$ cat config.mk
export PLATFORM = sky130hd
export DESIGN_NAME = multicycle_control_flat
export DESIGN_NICKNAME = d
export VERILOG_FILES = /design/src/rtl/multicycle_control_if.sv /design/src/rtl/multicycle_control.sv /design/src/flat_wrapper.sv
export SDC_FILE = /design/constraint.sdc
export NUM_CORES = 1
export LEC_CHECK = 0
export ABC_CLOCK_PERIOD_IN_PS = 2700
export BUFFER_PORTS_ARGS = -buffer_cell sky130_fd_sc_hd__buf_2
export CORE_ASPECT_RATIO = 0.5
export CORE_MARGIN = 3
export CORE_UTILIZATION = 47
export CTS_CLUSTER_SIZE = 28
export DETAILED_ROUTE_END_ITERATION = 6
export GPL_TIMING_DRIVEN = 1
export PLACE_DENSITY = 0.84
export SLEW_MARGIN = 20
export SYNTH_ARGS = -nofsm -noshare
export SYNTH_HDL_FRONTEND = slang
export SYNTH_SLANG_ARGS = --single-unit
$ cat constraint.sdc
create_clock -name clock -period 2.7 [get_ports clock]
set_input_delay 0.405 -clock clock [delete_from_list [all_inputs] [get_ports clock]]
set_output_delay 0.405 -clock clock [all_outputs]
set_load 0.01 [all_outputs]
$ cat src/rtl/multicycle_control_if.sv
// Control-to-datapath bundle for the multi-cycle MIPS controller: opcode and
// memory handshake in, datapath enables and selects out.
interface multicycle_control_if #(
  parameter int CNT_WIDTH = 32
);
  logic [5:0]           opcode;
  logic                 mem_ready;
  logic                 mem_read;
  logic                 mem_write;
  logic                 iord;
  logic                 ir_write;
  logic                 pc_write;
  logic                 pc_write_cond;
  logic                 reg_write;
  logic [1:0]           reg_dst;
  logic [1:0]           mem_to_reg;
  logic                 alu_src_a;
  logic [1:0]           alu_src_b;
  logic [1:0]           alu_op;
  logic                 immediate_or;
  logic                 immediate_load_upper;
  logic [1:0]           pc_source;
  logic                 exception;
  logic [1:0]           cause;
  logic [CNT_WIDTH-1:0] retired_count;
  logic [3:0]           state;

  modport master (
    input  opcode, mem_ready,
    output mem_read, mem_write, iord, ir_write, pc_write, pc_write_cond,
           reg_write, reg_dst, mem_to_reg, alu_src_a, alu_src_b, alu_op,
           immediate_or, immediate_load_upper, pc_source, exception,
           cause, retired_count, state
  );

  modport slave (
    output opcode, mem_ready,
    input  mem_read, mem_write, iord, ir_write, pc_write, pc_write_cond,
           reg_write, reg_dst, mem_to_reg, alu_src_a, alu_src_b, alu_op,
           immediate_or, immediate_load_upper, pc_source, exception,
           cause, retired_count, state
  );
endinterface

$ cat src/rtl/multicycle_control.sv
// Multi-cycle MIPS control FSM with memory-ready timeout, exception redirect
// and retired-instruction counter.
module multicycle_control #(
  parameter int MEM_TIMEOUT = 16,
  parameter int CNT_WIDTH   = 32
) (
  input  logic                 clock,
  input  logic                 reset_n,
  multicycle_control_if.master bus
);

  typedef enum logic [3:0] {
    S_RESET     = 4'd0,
    S_FETCH     = 4'd1,
    S_DECODE    = 4'd2,
    S_MEM_ADR   = 4'd3,
    S_MEM_READ  = 4'd4,
    S_MEM_WB    = 4'd5,
    S_MEM_WRITE = 4'd6,
    S_EXECUTE   = 4'd7,
    S_ALU_WB    = 4'd8,
    S_BRANCH    = 4'd9,
    S_IMM_EXE   = 4'd10,
    S_IMM_WB    = 4'd11,
    S_JUMP      = 4'd12,
    S_EXCEPT    = 4'd13
  } state_e;

  typedef struct packed {
    logic       mem_read;
    logic       mem_write;
    logic       iord;
    logic       pc_write;
    logic       pc_write_cond;
    logic       reg_write;
    logic [1:0] reg_dst;
    logic [1:0] mem_to_reg;
    logic       alu_src_a;
    logic [1:0] alu_src_b;
    logic [1:0] alu_op;
    logic       imm_or;
    logic       imm_lui;
    logic [1:0] pc_source;
    logic       exception;
  } ctl_t;

  localparam logic [5:0] OP_RTYPE = 6'b000000;
  localparam logic [5:0] OP_LW    = 6'b100011;
  localparam logic [5:0] OP_SW    = 6'b101011;
  localparam logic [5:0] OP_BEQ   = 6'b000100;
  localparam logic [5:0] OP_ORI   = 6'b001101;
  localparam logic [5:0] OP_LUI   = 6'b001111;
  localparam logic [5:0] OP_J     = 6'b000010;
  localparam logic [5:0] OP_JAL   = 6'b000011;

  localparam int              TMO_W    = (MEM_TIMEOUT > 1) ? $clog2(MEM_TIMEOUT) : 1;
  localparam logic            TMO_EN   = (MEM_TIMEOUT > 0) ? 1'b1 : 1'b0;
  localparam logic [TMO_W-1:0] TMO_LAST = (MEM_TIMEOUT > 0) ? TMO_W'(MEM_TIMEOUT - 1) : '0;

  // Opcode is stable from DECODE onward, so decoding outputs for the state
  // being entered gives the same result as decoding the current state.
  function automatic ctl_t decode_ctl(input state_e s, input logic [5:0] op);
    ctl_t c;
    c = '0;
    case (s)
      S_FETCH:     begin c.mem_read = 1'b1; c.alu_src_b = 2'b01; end
      S_DECODE:    c.alu_src_b = 2'b11;
      S_MEM_ADR:   begin c.alu_src_a = 1'b1; c.alu_src_b = 2'b10; end
      S_MEM_READ:  begin c.mem_read = 1'b1; c.iord = 1'b1; end
      S_MEM_WB:    begin c.reg_write = 1'b1; c.mem_to_reg = 2'b01; end
      S_MEM_WRITE: begin c.mem_write = 1'b1; c.iord = 1'b1; end
      S_EXECUTE:   begin c.alu_src_a = 1'b1; c.alu_op = 2'b10; end
      S_ALU_WB:    begin c.reg_write = 1'b1; c.reg_dst = 2'b01; end
      S_BRANCH: begin
        c.alu_src_a     = 1'b1;
        c.alu_op        = 2'b01;
        c.pc_write_cond = 1'b1;
        c.pc_source     = 2'b01;
      end
      S_IMM_EXE: begin
        c.alu_src_a = 1'b1;
        c.alu_src_b = 2'b10;
        c.alu_op    = 2'b11;
        c.imm_or    = (op == OP_ORI);
        c.imm_lui   = (op == OP_LUI);
      end
      S_IMM_WB:    c.reg_write = 1'b1;
      S_JUMP: begin
        c.pc_write   = 1'b1;
        c.pc_source  = 2'b10;
        c.reg_write  = (op == OP_JAL);
        c.reg_dst    = (op == OP_JAL) ? 2'b10 : 2'b00;
        c.mem_to_reg = (op == OP_JAL) ? 2'b10 : 2'b00;
      end
      S_EXCEPT: begin
        c.pc_write  = 1'b1;
        c.pc_source = 2'b11;
        c.exception = 1'b1;
      end
      default:     c = '0;
    endcase
    return c;
  endfunction

  state_e               state_q, state_d;
  ctl_t                 ctl_q;
  logic [1:0]           cause_q, cause_d;
  logic [TMO_W-1:0]     tmo_q, tmo_d;
  logic [CNT_WIDTH-1:0] count_q;
  logic                 retire_s;
  logic                 timeout_s;
  logic                 mem_state_s;

  assign mem_state_s = (state_q == S_FETCH) || (state_q == S_MEM_READ) || (state_q == S_MEM_WRITE);
  assign timeout_s   = TMO_EN && (tmo_q == TMO_LAST) && !bus.mem_ready;

  // Next-state, exception cause, retire and timeout-counter logic.
  always_comb begin
    state_d  = state_q;
    cause_d  = cause_q;
    retire_s = 1'b0;
    case (state_q)
      S_RESET: state_d = S_FETCH;
      S_FETCH: begin
        if (bus.mem_ready) begin
          state_d = S_DECODE;
        end else if (timeout_s) begin
          state_d = S_EXCEPT;
          cause_d = 2'b10;
        end else begin
          state_d = S_FETCH;
        end
      end
      S_DECODE: begin
        case (bus.opcode)
          OP_RTYPE:       state_d = S_EXECUTE;
          OP_LW, OP_SW:   state_d = S_MEM_ADR;
          OP_BEQ:         state_d = S_BRANCH;
          OP_ORI, OP_LUI: state_d = S_IMM_EXE;
          OP_J, OP_JAL:   state_d = S_JUMP;
          default: begin
            state_d = S_EXCEPT;
            cause_d = 2'b01;
          end
        endcase
      end
      S_MEM_ADR: state_d = (bus.opcode == OP_LW) ? S_MEM_READ : S_MEM_WRITE;
      S_MEM_READ: begin
        if (bus.mem_ready) begin
          state_d = S_MEM_WB;
        end else if (timeout_s) begin
          state_d = S_EXCEPT;
          cause_d = 2'b10;
        end else begin
          state_d = S_MEM_READ;
        end
      end
      S_MEM_WRITE: begin
        if (bus.mem_ready) begin
          state_d  = S_FETCH;
          retire_s = 1'b1;
        end else if (timeout_s) begin
          state_d = S_EXCEPT;
          cause_d = 2'b10;
        end else begin
          state_d = S_MEM_WRITE;
        end
      end
      S_EXECUTE: state_d = S_ALU_WB;
      S_IMM_EXE: state_d = S_IMM_WB;
      S_MEM_WB, S_ALU_WB, S_BRANCH, S_IMM_WB, S_JUMP: begin
        state_d  = S_FETCH;
        retire_s = 1'b1;
      end
      S_EXCEPT: state_d = S_FETCH;
      default:  state_d = S_RESET;
    endcase

    if ((state_d != state_q) &&
        ((state_d == S_FETCH) || (state_d == S_MEM_READ) || (state_d == S_MEM_WRITE))) begin
      tmo_d = '0;
    end else if (TMO_EN && mem_state_s && !bus.mem_ready) begin
      tmo_d = tmo_q + TMO_W'(1);
    end else begin
      tmo_d = tmo_q;
    end
  end

  // State, registered Moore outputs, cause, timeout and retire counters.
  always_ff @(posedge clock) begin
    if (!reset_n) begin
      state_q <= S_RESET;
      ctl_q   <= '0;
      cause_q <= 2'b00;
      tmo_q   <= '0;
      count_q <= '0;
    end else begin
      state_q <= state_d;
      ctl_q   <= decode_ctl(state_d, bus.opcode);
      cause_q <= cause_d;
      tmo_q   <= tmo_d;
      count_q <= count_q + CNT_WIDTH'(retire_s);
    end
  end

  // IR and PC load in FETCH only on the cycle the read completes.
  logic fetch_done_s;
  assign fetch_done_s = (state_q == S_FETCH) && bus.mem_ready;

  assign bus.mem_read             = ctl_q.mem_read;
  assign bus.mem_write            = ctl_q.mem_write;
  assign bus.iord                 = ctl_q.iord;
  assign bus.ir_write             = fetch_done_s;
  assign bus.pc_write             = ctl_q.pc_write | fetch_done_s;
  assign bus.pc_write_cond        = ctl_q.pc_write_cond;
  assign bus.reg_write            = ctl_q.reg_write;
  assign bus.reg_dst              = ctl_q.reg_dst;
  assign bus.mem_to_reg           = ctl_q.mem_to_reg;
  assign bus.alu_src_a            = ctl_q.alu_src_a;
  assign bus.alu_src_b            = ctl_q.alu_src_b;
  assign bus.alu_op               = ctl_q.alu_op;
  assign bus.immediate_or         = ctl_q.imm_or;
  assign bus.immediate_load_upper = ctl_q.imm_lui;
  assign bus.pc_source            = ctl_q.pc_source;
  assign bus.exception            = ctl_q.exception;
  assign bus.cause                = cause_q;
  assign bus.retired_count        = count_q;
  assign bus.state                = state_q;

endmodule

$ cat src/flat_wrapper.sv
// flat-port wrapper written by rule: the top's interface ports become plain ports
module multicycle_control_flat 
#(
  parameter int MEM_TIMEOUT = 16,
  parameter int CNT_WIDTH   = 32
)
  (clock, reset_n, bus_opcode, bus_mem_ready, bus_mem_read, bus_mem_write, bus_iord, bus_ir_write, bus_pc_write, bus_pc_write_cond, bus_reg_write, bus_reg_dst, bus_mem_to_reg, bus_alu_src_a, bus_alu_src_b, bus_alu_op, bus_immediate_or, bus_immediate_load_upper, bus_pc_source, bus_exception, bus_cause, bus_retired_count, bus_state);
  multicycle_control_if #(.CNT_WIDTH(CNT_WIDTH)) bus_i ();
  input  logic clock;
  input  logic reset_n;
  input wire logic [$bits(bus_i.opcode)-1:0] bus_opcode;
  input wire logic [$bits(bus_i.mem_ready)-1:0] bus_mem_ready;
  output wire logic [$bits(bus_i.mem_read)-1:0] bus_mem_read;
  output wire logic [$bits(bus_i.mem_write)-1:0] bus_mem_write;
  output wire logic [$bits(bus_i.iord)-1:0] bus_iord;
  output wire logic [$bits(bus_i.ir_write)-1:0] bus_ir_write;
  output wire logic [$bits(bus_i.pc_write)-1:0] bus_pc_write;
  output wire logic [$bits(bus_i.pc_write_cond)-1:0] bus_pc_write_cond;
  output wire logic [$bits(bus_i.reg_write)-1:0] bus_reg_write;
  output wire logic [$bits(bus_i.reg_dst)-1:0] bus_reg_dst;
  output wire logic [$bits(bus_i.mem_to_reg)-1:0] bus_mem_to_reg;
  output wire logic [$bits(bus_i.alu_src_a)-1:0] bus_alu_src_a;
  output wire logic [$bits(bus_i.alu_src_b)-1:0] bus_alu_src_b;
  output wire logic [$bits(bus_i.alu_op)-1:0] bus_alu_op;
  output wire logic [$bits(bus_i.immediate_or)-1:0] bus_immediate_or;
  output wire logic [$bits(bus_i.immediate_load_upper)-1:0] bus_immediate_load_upper;
  output wire logic [$bits(bus_i.pc_source)-1:0] bus_pc_source;
  output wire logic [$bits(bus_i.exception)-1:0] bus_exception;
  output wire logic [$bits(bus_i.cause)-1:0] bus_cause;
  output wire logic [$bits(bus_i.retired_count)-1:0] bus_retired_count;
  output wire logic [$bits(bus_i.state)-1:0] bus_state;
  assign bus_i.opcode = bus_opcode;
  assign bus_i.mem_ready = bus_mem_ready;
  assign bus_mem_read = bus_i.mem_read;
  assign bus_mem_write = bus_i.mem_write;
  assign bus_iord = bus_i.iord;
  assign bus_ir_write = bus_i.ir_write;
  assign bus_pc_write = bus_i.pc_write;
  assign bus_pc_write_cond = bus_i.pc_write_cond;
  assign bus_reg_write = bus_i.reg_write;
  assign bus_reg_dst = bus_i.reg_dst;
  assign bus_mem_to_reg = bus_i.mem_to_reg;
  assign bus_alu_src_a = bus_i.alu_src_a;
  assign bus_alu_src_b = bus_i.alu_src_b;
  assign bus_alu_op = bus_i.alu_op;
  assign bus_immediate_or = bus_i.immediate_or;
  assign bus_immediate_load_upper = bus_i.immediate_load_upper;
  assign bus_pc_source = bus_i.pc_source;
  assign bus_exception = bus_i.exception;
  assign bus_cause = bus_i.cause;
  assign bus_retired_count = bus_i.retired_count;
  assign bus_state = bus_i.state;
  multicycle_control #(.MEM_TIMEOUT(MEM_TIMEOUT), .CNT_WIDTH(CNT_WIDTH)) u_core (.clock(clock), .reset_n(reset_n), .bus(bus_i));
endmodule
# Yosys cells after proc, flatten, opt, wreduce, memory -nomap -nowiden
# Index checks and enable logic that the tools add are counted.
[word_totals]
reg_bits = 62
[classes]
eq_ne = 38
n_mux = 29
reduce_logical = 28
bitwise_logic = 2
addsub = 2
[op_table]
columns = ["operator", "count"]
rows = [
  ["== test 4 bit (second input constant)", 13],
  ["adder 32 x 1 -> 32 bit", 1],
  ["== test 4 x 3 -> 1 bit (second input constant)", 8],
  ["one-hot mux 4 bit (8 select lines)", 1],
  ["2-to-1 mux 4 bit", 6],
  ["one-hot mux 4 bit (5 select lines)", 1],
  ["one-hot mux 2 bit (3 select lines)", 3],
  ["== test 4 x 2 -> 1 bit (second input constant)", 4],
  ["OR reduction 2 bit", 8],
  ["== test 6 x 2 -> 1 bit (second input constant)", 2],
  ["== test 6 x 4 -> 1 bit (second input constant)", 2],
  ["== test 6 bit (second input constant)", 2],
  ["one-hot mux 2 bit (2 select lines)", 3],
  ["2-to-1 mux 2 bit", 5],
  ["== test 4 x 1 -> 1 bit (second input constant)", 2],
  ["2-to-1 mux 1 bit", 8],
  ["OR reduction 8 bit", 1],
  ["OR reduction 7 bit", 1],
  ["== test 6 x 3 -> 1 bit (second input constant)", 1],
  ["zero test 6 bit", 1],
  ["OR reduction 3 bit", 2],
  ["OR reduction 5 bit", 1],
  ["adder 4 x 1 -> 4 bit (second input constant)", 1],
  ["logical AND 1 bit", 4],
  ["13 further kinds", 18],
]

# Longest topological paths before layout
[logic_depth]
depth_word = 10
mapped_depth = 12

# Worst setup path after synthesis
# Ideal clock, no wire load.
[synth_path]
kind = "flip-flop to flip-flop"
start = "register u_core.state_q[2], in the netlist u_core.bus.state[2]"
end = "register u_core.count_q[30], in the netlist u_core.bus.retired_count[30]"
path_slack_ns = 0.029
required_time_ns = 2.585
stages_incl_launch_ff = 13
synth_period_minus_slack_ns = 2.671
arrival_time_ns = 2.556
path_cell_list = "dfxtp_1 > buf_2 > nor3b_1 > a22oi_1 > o21ai_0 > ha_1 > ha_1 > and2_1 > nand4_1 > nor4_1 > nand4_1 > xnor2_1 > and2_1"
[synth_via]
elab_chain_cells = 4
elab_cells_between_ends = 9
cone_classes = "add/sub: 1; eq/ne: 6; mux: 1; reduce/logical: 1"
[synth_rtl]
columns = ["item", "line_no", "text"]
rows = [
  ["start: declaration", "multicycle_control.sv:105", "state_e state_q, state_d;"],
  ["start signal: assignment", "multicycle_control.sv:198", "state_q <= state_d;"],
  ["== test 4 x 3 -> 1 bit / == test 4 bit (equally long branches)", "multicycle_control.sv:122", "case (state_q)"],
  ["OR reduction 5 bit", "n/a", ""],
  ["one-hot mux 1 bit (2 select lines) *", "multicycle_control.sv:122", ""],
  ["adder 32 x 1 -> 32 bit *", "multicycle_control.sv:202", "count_q <= count_q + CNT_WIDTH'(retire_s);"],
  ["end signal: assignment", "multicycle_control.sv:202", ""],
  ["end: declaration", "multicycle_control.sv:109", "logic [CNT_WIDTH-1:0] count_q;"],
]
# Every way passes the cells marked *; elsewhere a longest branch is shown, timed or not.
# A chain may end at the register's enable or synchronous reset.

# Worst setup path after layout
[layout_path]
start = "register u_core.state_q[0], in the netlist u_core.bus.state[0]"
end = "register u_core.count_q[30], in the netlist u_core.bus.retired_count[30]"
# Same word-level chain as after synthesis.

==> impl_metrics.env <==
export IMPL_status="completed"
export IMPL_ys_seq_elements=61
export IMPL_syn_avg_cell_area_sq_um=8.639
export IMPL_postCtsHoldBufs=0
export IMPL_cp_required_ps=2920
export IMPL_startpoint_type="flop"
export IMPL_synth_area_leader_cell="dfxtp_1"
export IMPL_seq_power_share=0.411
export IMPL_grt_max_degree=35
export IMPL_std_cell_rows=20
export IMPL_peakVddDrop_mv=0.3250
export IMPL_netlist_top_cells_area="dfxtp_1 (40%), and2_1 (6.9%), xnor2_1 (6.5%)"
export IMPL_clkSinkCount=61
export IMPL_fin_tns_setup_ps=0
export IMPL_dp_cells=498
export IMPL_switching_share=0.2718
export IMPL_worst_pin_slew_ps=746.2
export IMPL_vias=2788
export IMPL_dp_hpwl_microns=4825
export IMPL_critPathTopFamily="simple AND/OR/NAND/NOR gates"
export IMPL_fin_cells=514
export IMPL_area_growth_pct=23.45
export IMPL_critPathMaxStageDelay_ps=350
export IMPL_power_switching_uw=627.5
export IMPL_die_y_microns=63.28
export IMPL_cp_cell_sequence="nand2b_1, nor3b_2, a22oi_1, o21ai_1, ha_2, ha_2, and2_4, nand4_1, nor4_2, nand4_1, xnor2_1, and2_1"
export IMPL_root_buffer="clkbuf_16"
export IMPL_synthDistinctLibCells=53
export IMPL_synth_flop_cell="dfxtp_1"
export IMPL_io_buffers=67
export IMPL_totalWireLength_microns=7082
export IMPL_vias_per_cell=5.424
export IMPL_final_cell_area_sq_um=3807
export IMPL_fmax_ghz=0.4001
export IMPL_gp_congestion=0.8694
export IMPL_clkPwrFrac=0.435
export IMPL_crit_arrival_ps=2720
export IMPL_insertion_delay_ps=330
export IMPL_first_global_vias=2598
export IMPL_slew_headroom=0.4960
export IMPL_antenna_found_initial=0
export IMPL_fin_crit_ps=2500
export IMPL_start_util=0.4970
export IMPL_die_area_sq_um=7629
export IMPL_yosys_warnings=0
export IMPL_async_flop_share=0
export IMPL_gr_total_overflow=0
export IMPL_drt_initial_drc_count=144
export IMPL_drc=0
export IMPL_maxSlewViolCount=0
export IMPL_hold_class="primary input to flop"
export IMPL_setup_viol=0
export IMPL_yosysSeqAreaShare=0.3959
export IMPL_powerDensity_nw_per_um2=606.3
export IMPL_drt_first_pass_iters=4
export IMPL_clk_pin_slew_ps=50
export IMPL_cp_end_kind="flop"
export IMPL_cts_tree="built"
export IMPL_drive_gt1_frac=0.2864
export IMPL_fin_skew_ps=5.961
export IMPL_hold_violations=0
export IMPL_power_mw=2.309
export IMPL_p_comb_frac=0.154
export IMPL_synthTopCellsByCount="dfxtp_1 (61), and2_1 (34), nand3_1 (24), xnor2_1 (23), nand2_1 (21)"
export IMPL_fin_nets=433
export IMPL_syn_area_sq_um=3084
export IMPL_num_io_pins=68
export IMPL_cts_htree_levels=3
export IMPL_cts_buffers=9
export IMPL_synth_edf_count=0
export IMPL_worst_path_buf_inv=0
export IMPL_synthMostInstantiatedCell="dfxtp_1"
export IMPL_post_cts_setup_buffers=0
export IMPL_clockBufferDepth=2
export IMPL_die_w_microns=120.6
export IMPL_antenna_left=0
export IMPL_synthesis_nets=369
export IMPL_crit_fanout=4
export IMPL_p_int_mw=1.681
export IMPL_p_leak_nw=1.663
export IMPL_grt_pass1_wl_microns=11810
export IMPL_critPathSlowestCell="nor4_2"
export IMPL_dpl_instance_area_sq_um=3476
export IMPL_grt_usage=0.1898
export IMPL_syn_inst=357
export IMPL_cap_violations=0
export IMPL_wl_per_cell_microns=13.78
export IMPL_worst_setup_path_type="flop to flop"
export IMPL_largest_register_ffs=32
export IMPL_diodes=0
export IMPL_fin_crit_sh=0.9258
export IMPL_yosys_area_top_type_share=0.3959
export IMPL_core_sq_um=6206
[what timing repair did]
item                                   in CTS  in global routing
setup endpoints to repair                   0                 20
endpoints found under the hold margin       0                  0
resized for setup                           0                 20
[metal layers]
| layer | track usage | part of all wire | vias to the layer above |
|---|---|---|---|
| met1 | 0.2311 | 0.46 | 1287 |
| met4 | 0.08898 | 0.014 | 0 |
| met3 | 0.06816 | 0.064 | 13 |
| met5 | 0 | 0 | - |
| met2 | 0.3009 | 0.46 | 98 |
| li1 | - | - | 1390 |
[path summary, 6_finish.rpt]
check / from / slack [ps] / cells past startpoint / end
worst min register to register: u_core.bus.cause[0] / 500 / 2 / u_core.bus.cause[0]
worst max register to register: u_core.bus.state[0] / 200 / 12 / u_core.bus.retired_count[30]
worst min-delay path: bus_opcode[1] / 390 / 3 / u_core.bus.immediate_load_upper
worst max-delay path: u_core.bus.state[0] / 200 / 12 / u_core.bus.retired_count[30]
[power by group through the flow]
stage | registers, mW | logic (mW) | clock network (mW)
after floorplan | 0.974 | 0.245 | 0
after global routing | 0.953 | 0.394 | 1.06
after CTS | 0.948 | 0.349 | 1.02
final | 0.949 | 0.354 | 1.00
after detailed placement | 0.967 | 0.347 | 0
after global placement | 0.967 | 0.341 | 0
[worst min-delay path, stage by stage]
cell and delay [ps]:
buf_2 160, inv_1 60, nor3_1 40
[final cells by class]
class / instances / area, sq um
fillers: 552 / 2399
multi-input cells: 259 / 1735
flip-flops and latches: 61 / 1224
repair buffers: 81 / 444.2
clock buffers: 11 / 232.7
well taps: 88 / 110.1
inverters: 9 / 33.78
clock inverters: 5 / 27.53
[placed cells by master, fill, tap and decap left out, drive strengths merged, types with 5 or more instances in the layout]
cell,netlist,layout
a21boi,6,6
a21oi,7,7
and2,34,34
and3,6,6
buf,18,81
clkbuf,10,11
dfxtp,61,61
inv,9,9
nand2,23,23
nand3,24,24
nand3b,5,5
nand4,9,9
nor2,17,17
nor2b,7,7
nor3,15,15
o211ai,8,8
o21ai,14,14
or3,8,8
xnor2,23,23
xor2,7,7
[cell families after synthesis]
| kind of cell | share of synthesized area |
|---|---|
| adders and majority gates | 0.01217 |
| buffers and inverters | 0.06247 |
| AOI/OAI and AO/OA | 0.1282 |
| DFF | 0.3959 |
| xor gates and xnor gates | 0.08519 |
| muxes | 0.006491 |
| and+or+nand+nor | 0.3095 |
[stage by stage]
step                setup WS (ps)  hold slack [ps]  utilization
floorplan                   28.74            502.0            -
global placement            142.3            475.1       0.5601
detailed placement          41.24            487.0       0.5601
CTS                         27.80            384.3       0.6020
global route               -36.47            407.4       0.6135
finish                      200.5            387.1       0.6135
Note: power is estimated with default switching activity, not from simulation.
